<file path="config.mk">
export PLATFORM = sky130hd
export DESIGN_NAME = counter_updown_flat
export DESIGN_NICKNAME = d
export VERILOG_FILES = /design/src/rtl/counter_updown_if.sv /design/src/rtl/counter_updown.sv /design/src/flat_wrapper.sv
export SDC_FILE = /design/constraint.sdc
export NUM_CORES = 1
export LEC_CHECK = 0
export CORE_AREA = 4 4 41 43
export DETAILED_ROUTE_END_ITERATION = 10
export DIE_AREA = 0 0 45 47
export PLACE_DENSITY = 0.59
export RECOVER_POWER = 50
export REMOVE_ABC_BUFFERS = 1
export SYNTH_ARGS = -nofsm -noshare
export SYNTH_HDL_FRONTEND = slang
export SYNTH_SLANG_ARGS = --single-unit
</file>
<file path="constraint.sdc">
create_clock -name clock_i -period 1.6 [get_ports clock_i]
set_clock_uncertainty 0.05 [all_clocks]
set_input_delay 0.32 -clock clock_i [delete_from_list [all_inputs] [get_ports clock_i]]
set_output_delay 0.32 -clock clock_i [all_outputs]
set_load 0.02 [all_outputs]
</file>
<file path="src/rtl/counter_updown_if.sv">
// counter_updown_if: control inputs and count outputs of the up/down counter
interface counter_updown_if #(parameter int WIDTH = 4);
  logic             en_i;
  logic             dir_i;
  logic             load_i;
  logic [WIDTH-1:0] load_data_i;
  logic             clear_i;
  logic [WIDTH-1:0] data_o;
  logic             tc_o;
  logic             ovf_o;
  modport master (output en_i, dir_i, load_i, load_data_i, clear_i, input data_o, tc_o, ovf_o);
  modport slave  (input en_i, dir_i, load_i, load_data_i, clear_i, output data_o, tc_o, ovf_o);
endinterface

</file>
<file path="src/rtl/counter_updown.sv">
// counter_updown: programmable-modulus up/down counter with wrap/saturate, terminal-count pulse and sticky overflow
module counter_updown #(
  parameter int WIDTH     = 4,
  parameter int MAX_VAL   = 2**WIDTH - 1,
  parameter int RESET_VAL = 0,
  parameter bit SATURATE  = 1'b0
) (
  input logic             clock_i,
  input logic             reset_i,
  counter_updown_if.slave bus
);
  if (MAX_VAL >= 2**WIDTH || RESET_VAL > MAX_VAL || RESET_VAL < 0 || MAX_VAL < 0) begin : g_bad_params
    $error("counter_updown: need 0 <= RESET_VAL <= MAX_VAL < 2**WIDTH");
  end
  localparam logic [WIDTH-1:0] L_MAX = WIDTH'(MAX_VAL);
  localparam logic [WIDTH-1:0] L_RST = WIDTH'(RESET_VAL);
  logic [WIDTH-1:0] r_data, w_next, w_step;
  logic             r_tc, r_ovf, w_tc, w_ovf, w_at_bound;
  // next count: clear > load (clamped) > step toward dir with wrap/hold at the bound > hold
  always_comb begin
    w_at_bound = bus.dir_i ? (r_data == L_MAX) : (r_data == '0);
    w_step     = bus.dir_i ? (w_at_bound ? (SATURATE ? L_MAX : '0) : r_data + WIDTH'(1))
                           : (w_at_bound ? (SATURATE ? '0 : L_MAX) : r_data - WIDTH'(1));
    w_next     = bus.clear_i ? L_RST
               : bus.load_i  ? ((bus.load_data_i > L_MAX) ? L_MAX : bus.load_data_i)
               : bus.en_i    ? w_step : r_data;
    w_tc       = !bus.clear_i && !bus.load_i && bus.en_i && w_at_bound;
    w_ovf      = !bus.clear_i && (r_ovf || w_tc);
  end
  // registered count and flags so tc_o lines up with the post-wrap value
  always_ff @(posedge clock_i) begin
    if (reset_i) begin
      r_data <= L_RST;
      r_tc   <= 1'b0;
      r_ovf  <= 1'b0;
    end else begin
      r_data <= w_next;
      r_tc   <= w_tc;
      r_ovf  <= w_ovf;
    end
  end
  assign bus.data_o = r_data;
  assign bus.tc_o   = r_tc;
  assign bus.ovf_o  = r_ovf;
endmodule

</file>
<file path="src/flat_wrapper.sv">
// flat-port wrapper written by rule: the top's interface ports become plain ports
module counter_updown_flat 
#(
  parameter int WIDTH     = 4,
  parameter int MAX_VAL   = 2**WIDTH - 1,
  parameter int RESET_VAL = 0,
  parameter bit SATURATE  = 1'b0
)
  (clock_i, reset_i, bus_en_i, bus_dir_i, bus_load_i, bus_load_data_i, bus_clear_i, bus_data_o, bus_tc_o, bus_ovf_o);
  counter_updown_if #(.WIDTH(WIDTH)) bus_i ();
  input logic clock_i;
  input logic reset_i;
  input wire logic [$bits(bus_i.en_i)-1:0] bus_en_i;
  input wire logic [$bits(bus_i.dir_i)-1:0] bus_dir_i;
  input wire logic [$bits(bus_i.load_i)-1:0] bus_load_i;
  input wire logic [$bits(bus_i.load_data_i)-1:0] bus_load_data_i;
  input wire logic [$bits(bus_i.clear_i)-1:0] bus_clear_i;
  output wire logic [$bits(bus_i.data_o)-1:0] bus_data_o;
  output wire logic [$bits(bus_i.tc_o)-1:0] bus_tc_o;
  output wire logic [$bits(bus_i.ovf_o)-1:0] bus_ovf_o;
  assign bus_i.en_i = bus_en_i;
  assign bus_i.dir_i = bus_dir_i;
  assign bus_i.load_i = bus_load_i;
  assign bus_i.load_data_i = bus_load_data_i;
  assign bus_i.clear_i = bus_clear_i;
  assign bus_data_o = bus_i.data_o;
  assign bus_tc_o = bus_i.tc_o;
  assign bus_ovf_o = bus_i.ovf_o;
  counter_updown #(.WIDTH(WIDTH), .MAX_VAL(MAX_VAL), .RESET_VAL(RESET_VAL), .SATURATE(SATURATE)) u_core (.clock_i(clock_i), .reset_i(reset_i), .bus(bus_i));
endmodule
</file>
==> flow_metrics.tcl, run 1 <==
set metrics [dict create \
    synth_area_um2 397 \
    cp_max_fo 2 \
    yosys.area.top_type "dfxtp_1" \
    dieArea_um2 2120 \
    period_needed_ps 1530 \
    critPathBufInv 1 \
    post_drt_wl_per_cell_um 10.9 \
    holdCritPathClass "reg -> reg" \
    tightest_slew_ps 295 \
    rows 13 \
    cpMaxStageDelayCell "clkdlybuf4s50_1" \
    period_share_pct 95.6 \
    final_layout_size_suffix_gt1_share_pct 28.6 \
    gp_congestion 0.805 \
    worstSetupPathType "reg -> out" \
    placed_cells 89 \
    insertion_delay_ps 240 \
    postSynthCellCount 48 \
    cts_tree "done" \
    start_util_pct 30.5 \
    path_depth 1 \
    synth_seq_cells 6 \
    clk_pin_slew_ps 40 \
    vias 429 \
    grt_max_degree 8 \
    antennaDiodeCount 0 \
    io_pins 16 \
    drt_iter0_drc 9 \
    status "finished clean" \
    fp.dieW_um 45 \
    io_buffers 15 \
    drtPass1Iterations 4 \
    critPathCaptureType "primary output" \
    rr_endpoint "u_core.bus.data_o[3]" \
    p_leak_nw 0.298 \
    yosysSeqAreaShare_pct 30.3 \
    regArea_um2 124 \
    power_density_nw_per_um2 626 \
    r2r_slack_ps 80 \
    multiInputGateArea_um2 262 \
    synth_warnings 0 \
    total_power_uw 419 \
    cts_made_buffers 3 \
    synthFlopType "dfxtp_1" \
    cp.required_ps 1230 \
    final_nets 91 \
    place_hpwl_um 807 \
    async_flop_share_pct 0 \
    synth_edf_count 0 \
    htreeDepth 1 \
    fmax_mhz 653 \
    relSlewSlack_pct 80.3 \
    grt_pass1_wl_um 1590 \
    die_y_um 47 \
    r2r-start "u_core.bus.data_o[0]" \
    crit_path_max_incr_delay_ps 600 \
    track_usage_pct 10.7 \
    drcViolationCount 0 \
    cp-endpoint "bus_ovf_o" \
    final_max_slew_viol_count 0 \
    crit_path_start_kind "flop" \
    finalHoldViolCount 0 \
    antenna_found_initial 0 \
    post_cts_buffers 0 \
    synth_area_leaders "dfxtp_1, ha_1, o21ai_0" \
    ant_nets 0 \
    crit_path_start "u_core.bus.ovf_o" \
    place_ws_ps -113 \
    setup_slack_ps 69.7 \
    fin_setup_tns_ps 0 \
    grt_pass1_vias 377 \
    core_region_area_um2 1300 \
    syn_to_final_growth_pct 68.8 \
    cts_sinks 6 \
    grt_overflow 0 \
    wl_um 1000 \
    hp-start "u_core.bus.ovf_o" \
    clk_path_buf_depth 2 \
    drv_cap 0 \
    synth_common_cells "dfxtp_1, o21ai_0, a21oi_1, nor2_1" \
    setup_violations 0 \
    synth_area_per_cell_um2 8.26 \
    fin_cells 92 \
    synth.most_common_cell "dfxtp_1" \
    synth.top_cell.area_share_pct 30.3 \
    cp_cell_sequence "clkdlybuf4s50_1" \
    yosysUniqueCellTypes 26 \
    cts_root_buf "clkbuf_4" \
    rsz0062_at_grt "no" \
    path_delay_family "buffers and inverters" \
    ir_drop_mv 0.351 \
    drt-vias-per-instance 4.66 \
    fillers 141 \
    cp.arrival_ps 1160 \
    reg2regPathDepth 4 \
]
[report_power, final]
part / internal [mW] / switching (mW) / total (mW)
logic: 0.0677 / 0.0466 / 0.114
clock network: 0.0850 / 0.0566 / 0.142
registers: 0.157 / 0.00678 / 0.163
[registers in the layout (all words and copies together), names as in the netlist]
name and count:
u_core.bus.tc_o 1, u_core.bus.data_o 4, u_core.bus.ovf_o 1
[metrics by stage]
step | area, µm² | utilization, % | hold slack, ps
after global routing | 669 | 51.4 | 446
after CTS | 666 | 51.2 | 418
after detailed placement | 648 | 49.8 | 407
after global placement | 648 | 49.8 | 398
after floorplan | 397 | - | 348
final | 669 | 51.4 | 413
[worst min path at each step]
stage | to | cells after the start
2_1_floorplan | u_core.bus.tc_o | 1
3_3_place_gp | u_core.bus.ovf_o | 1
6_report | u_core.bus.ovf_o | 1
5_1_grt | u_core.bus.ovf_o | 1
4_1_cts | u_core.bus.ovf_o | 1
3_5_place_dp | u_core.bus.ovf_o | 1
[cell families after synthesis]
family                   Yosys count  share of synthesized area (%)
XOR/XNOR                           2                           4.42
multiplexers                       1                           2.52
AND/OR/NAND/NOR                   16                           23.3
flip-flops                         6                           30.3
buffers and inverters              4                           3.78
AO/OA/AOI/OAI                     17                           29.3
adder cells (fa/ha/maj)            2                           6.31
[repair_timing]
action                                 CTS  global route
hold buffers                             0             0
endpoints found under the hold margin    0             0
setup endpoints to repair                4             1
gates resized for setup                  4             3
[layout by cell type, fill, tap and decap left out, drive strengths merged]
cell	netlist	routed
mux2i	1	1
ha	2	2
and3	1	1
xnor2	2	2
nor2	4	4
o21bai	1	1
a21bo	1	1
a21boi	1	1
dfxtp	6	6
a221oi	1	1
or4	1	1
inv	4	4
nor3b	1	1
o211a	1	1
o21a	1	1
nand2	2	2
o21ai	5	5
dlygate4sd2	0	4
clkdlybuf4s50	0	11
or3	1	1
clkbuf	0	4
nand2b	3	3
a31oi	1	1
a21oi	4	4
buf	0	10
a311o	1	1
nor4b	1	1
and2	1	1
nor4	1	1
[per-layer routing]
layer  global-route usage [%]  up-vias  routed length [µm]
met1                     15.0      181                 517
met5                        0        -                   0
met4                     1.75        0                   0
met2                     14.4       12                 422
li1                         -      236                   -
met3                     5.75        0                  62
[cell type report]
type | count | area share [%]
Sequential cell | 6 | 18.5
Multi-Input combinational cell | 38 | 39.1
Inverter | 4 | 2.24
Clock buffer | 3 | 3.36
Tap cell | 15 | 2.80
Timing Repair Buffer | 26 | 34.0
No activity file was read; power rests on OpenSTA's default activity.
==> run 2: changes to the inputs <==
- CORE_AREA: 4 4 41 43 -> 5 5 42 44
- DIE_AREA: 0 0 45 47 -> 0 0 47 49
==> run 2 against run 1 <==
Net effect: clock power decreased by 7%; worst hold slack improved by 4.9 ps; maximum frequency shrank 0.67%; flip-flop and latch count unchanged; routed wire length increased by 5.6%; setup slack worse by 10 ps; sequential share of layout area decreased by 0.27 points; clock-buffer cell count unchanged; global-route usage decreased by 0.12 points; largest cell class unchanged.
==> flow_metrics.tcl, run 2 (synthesis gave the netlist of run 1 again) <==
set metrics [dict create \
    status "finished clean" \
    vias 461 \
    fmax_mhz 649 \
    r2r_slack_ps 70 \
    cts_made_buffers 3 \
    antenna_found_initial 0 \
    largest_reg_flops 4 \
    final_nets 92 \
    ant_nets 0 \
    clk_pin_slew_ps 40 \
    hp-start "u_core.bus.ovf_o" \
    tightest_slew_ps 266 \
    post_cts_buffers 0 \
    relSlewSlack_pct 82.0 \
    worstSetupPathType "in -> reg" \
    cts_tree "done" \
    final_layout_size_suffix_gt1_share_pct 30.8 \
    cts_sinks 6 \
    cp.required_ps 1670 \
    antennaDiodeCount 0 \
    io_buffers 15 \
    cp_max_fo 5 \
    cts_root_buf "clkbuf_4" \
    period_share_pct 96.3 \
    die_y_um 49 \
    rr_endpoint "u_core.bus.data_o[3]" \
    ir_drop_mv 0.307 \
    worstHoldEndpoint "u_core.bus.ovf_o" \
    r2r-start "u_core.bus.data_o[0]" \
    post_drt_wl_per_cell_um 11.3 \
    drcViolationCount 0 \
    power_density_nw_per_um2 611 \
    final_common_cell "buf_4" \
    period_needed_ps 1540 \
    total_power_uw 415 \
    final_cell_mix "buf_4, clkdlybuf4s50_1, o21ai_0" \
    grt_pass1_vias 457 \
    core_region_area_um2 1400 \
    finalHoldViolCount 0 \
    holdCritPathClass "reg -> reg" \
    route.top_layer_used "met4" \
    fp.dieW_um 47 \
    setup_violations 0 \
    grt_overflow 0 \
    wl_met1_um 480 \
    io_pins 16 \
    clk_path_buf_depth 2 \
    routed-wl-met3_um 43 \
    crit_path_start_kind "input port" \
    gp_congestion 0.730 \
    insertion_delay_ps 230 \
    reg2regPathDepth 4 \
    drt-vias-per-instance 4.90 \
    track_usage_pct 10.6 \
    critPathCaptureType "flop" \
    place_ws_ps -70.8 \
    p_leak_nw 0.300 \
    drtPass1Iterations 4 \
    cp.arrival_ps 1610 \
    wl_met2_um 527 \
    syn_to_final_growth_pct 71.3 \
    grt_max_degree 8 \
    grt_pass1_wl_um 1780 \
    start_util_pct 28.3 \
    rsz0062_at_grt "no" \
    drt_iter0_drc 9 \
    setup_slack_ps 59.4 \
    htreeDepth 1 \
    dieArea_um2 2300 \
    min_path_cells 1 \
    drv_cap 0 \
    place_hpwl_um 898 \
    wl_um 1060 \
    final_max_slew_viol_count 0 \
    rows 14 \
]
run 2: layout make-up:
| cell class | instances | area (µm²) |
|---|---|---|
| Clock buffer | 3 | 22.5 |
| Fill cell | 159 | 722 |
| Inverter | 4 | 15.0 |
| Multi-Input combinational cell | 38 | 268 |
| Sequential cell | 6 | 124 |
| Tap cell | 16 | 20.0 |
| Timing Repair Buffer | 27 | 230 |
run 2: power by group:
group / leakage [nW] / internal [mW] / switching [mW] / total (mW)
Clock: 0.0138 / 0.0844 / 0.0479 / 0.132
Combinational: 0.236 / 0.0691 / 0.0509 / 0.120
Sequential: 0.0501 / 0.157 / 0.00588 / 0.163
Total: 0.300 / 0.310 / 0.105 / 0.415
run 2: timing repair:
item,CTS,global route
pin swaps,0,1
setup endpoints to repair,3,2
hold endpoints to repair,0,0
hold buffers,0,0
resized for setup,3,5
cloned,0,0
run 2: worst max-delay path by stage:
stage                               startpoint              endpoint  slack [ps]  cells after the start
final                                bus_dir_i  u_core.bus.data_o[2]          60                      5
after global routing      u_core.bus.data_o[2]  u_core.bus.data_o[3]           3                      4
after CTS                 u_core.bus.data_o[0]  u_core.bus.data_o[3]          10                      4
after detailed placement             bus_dir_i  u_core.bus.data_o[2]         -70                      5
after global placement               bus_dir_i  u_core.bus.data_o[2]         -60                      5
after floorplan           u_core.bus.data_o[0]  u_core.bus.data_o[3]         -70                      4
run 2: metal layers:
layer / up-vias / GRT usage (%)
met1: 212 / 13.2
met5: - / 0
met2: 10 / 17.0
li1: 237 / -
met4: 0 / 4.15
met3: 2 / 2.21
run 2: metrics by stage:
stage	util (%)	instance area, µm²	hold slack, ps	setup TNS [ps]	instances
floorplan	-	397	348	-73.6	48
finish	48.5	679	418	0	94
detailed placement	46.9	657	409	-164	91
global placement	46.9	657	398	-116	91
CTS	48.2	676	419	0	94
global route	48.5	679	457	0	94
run 2: critical path, cell delays in order:
cell,delay (ps)
dlygate4sd3_1,590
nand2b_1,180
a21bo_2,220
xnor2_1,110
o211a_1,190
==> run 3: changes to the inputs <==
- CORE_AREA: 5 5 42 44 -> 2 2 39 41
- DIE_AREA: 0 0 47 49 -> 0 0 41 43
==> run 3 against run 2 <==
Net effect: core utilization down 2.0 points; power increased by 0.13%; via count is 5.6% lower; critical path depth fell by 4; maximum frequency up 0.43%; non-clock buffer count is 4 lower; worst hold slack improved by 1.0 ps; die area fell by 23%.
==> flow_metrics.tcl, run 3 (synthesis gave the netlist of run 1 again) <==
set metrics [dict create \
    largest_reg_flops 4 \
    start_util_pct 28.7 \
    track_usage_pct 13.5 \
    rsz0062_at_grt "no" \
    final_max_slew_viol_count 0 \
    dieArea_um2 1760 \
    hp-start "u_core.bus.ovf_o" \
    drt_iter0_drc 11 \
    antennaDiodeCount 0 \
    intPower_uw 305 \
    p_sw_uw 111 \
    critPathBufInv 1 \
    drv_cap 0 \
    p_leak_nw 0.278 \
    path_delay_family "buffers and inverters" \
    p_seq_share_pct 39.3 \
    period_share_pct 95.9 \
    ir_drop_mv 0.332 \
    io_pins 16 \
    crit_path_start_kind "flop" \
    crit_path_max_incr_delay_ps 600 \
    period_needed_ps 1530 \
    power_frac_clock_pct 34.5 \
    rows 14 \
    holdCritPathClass "reg -> reg" \
    clk_pin_slew_ps 50 \
    fmax_mhz 652 \
    place_hpwl_um 766 \
    status "finished clean" \
    power_density_nw_per_um2 646 \
    critPathCaptureType "primary output" \
    cp.required_ps 1230 \
    fp.dieW_um 41 \
    grt_pass1_wl_um 1590 \
    io_buffers 15 \
    worstSetupPathType "reg -> out" \
    r2r-start "u_core.bus.data_o[0]" \
    place_ws_ps -66.3 \
    setup_violations 0 \
    min_path_cells 1 \
    final_core_util_pct 46.5 \
    grt_pass1_vias 377 \
    clk_path_buf_depth 2 \
    hold_buffers 0 \
    cts_made_buffers 3 \
    antenna_found_initial 0 \
    switching_share_pct 26.7 \
    finalHoldViolCount 0 \
    die_y_um 43 \
    relSlewSlack_pct 77.9 \
    r2r_slack_ps 70 \
    pwr-share-comb_pct 26.2 \
    worst_hold_slack_ps 419 \
    post_drt_wl_per_cell_um 10.8 \
    final_cell_mix "clkdlybuf4s50_1, buf_4, o21ai_0" \
    gp_congestion 0.803 \
    htreeDepth 1 \
    core_region_area_um2 1380 \
    reg2regPathDepth 4 \
    post_cts_buffers 0 \
    grt_overflow 0 \
    cts_root_buf "clkbuf_4" \
    setup_slack_ps 66.1 \
    final_layout_size_suffix_gt1_share_pct 25.7 \
    rr_endpoint "u_core.bus.data_o[3]" \
    drcViolationCount 0 \
    ant_nets 0 \
    vias 435 \
    cts_tree "done" \
    cts_sinks 6 \
    drtPass1Iterations 4 \
    fillers 155 \
    final_nets 88 \
    worstHoldEndpoint "u_core.bus.ovf_o" \
    grt_max_degree 8 \
    final_common_cell "clkdlybuf4s50_1" \
    insertion_delay_ps 240 \
    syn_to_final_growth_pct 62.1 \
    placed_cells 87 \
    tightest_slew_ps 330 \
    fin_cells 90 \
    cp.arrival_ps 1160 \
    cpMaxStageDelayCell "clkdlybuf4s50_1" \
    cp_cell_sequence "clkdlybuf4s50_1" \
    wl_um 975 \
    cp_max_fo 2 \
    drt-vias-per-instance 4.83 \
]
run 3: stage by stage:
| stage | instance area (µm²) | TNS (ps) | total power, mW |
|---|---|---|---|
| 3_3_place_gp | 627 | -89.0 | 0.278 |
| 3_5_place_dp | 627 | -86.4 | 0.278 |
| 5_1_grt | 643 | 0 | 0.441 |
| 2_1_floorplan | 397 | -73.6 | 0.216 |
| 6_report | 643 | 0 | 0.416 |
| 4_1_cts | 647 | 0 | 0.423 |
run 3: timing repair:
action / in CTS / in global routing
pin swaps: 0 / 0
setup endpoints to repair: 4 / 3
gates resized for setup: 4 / 3
run 3: power groups by stage:
stage               clock [mW]  combinational, mW  sequential (mW)
floorplan                    0             0.0422            0.173
global placement             0              0.113            0.165
detailed placement           0              0.113            0.166
CTS                      0.150              0.110            0.163
global route             0.157              0.121            0.164
finish                   0.143              0.109            0.163
run 3: area by class of cell:
type	instances	area, µm²	share of cell area, %
multi-input combinational	38	262	40.7
inverter	4	15.0	2.33
timing repair buffer	23	200	31.1
sequential	6	124	19.3
clock buffer	3	22.5	3.50
tap	16	20.0	3.11
run 3: how the worst max path moves through the flow:
stage	slack, ps	start	end	cells past startpoint
after global routing	3	u_core.bus.data_o[0]	u_core.bus.data_o[3]	6
final	70	u_core.bus.ovf_o	bus_ovf_o	1
after global placement	-50	bus_dir_i	u_core.bus.data_o[2]	5
after floorplan	-70	u_core.bus.data_o[0]	u_core.bus.data_o[3]	4
after detailed placement	-70	bus_dir_i	u_core.bus.data_o[2]	5
after CTS	20	u_core.bus.data_o[2]	u_core.bus.data_o[3]	4
run 3: layer usage:
metal | vias up | global-route usage [%] | part of all wire [%]
met2 | 15 | 18.1 | 45
li1 | 227 | - | -
met5 | - | 0 | 0
met3 | 0 | 3.14 | 5.0
met4 | 0 | 10.0 | 0
met1 | 193 | 17.7 | 50
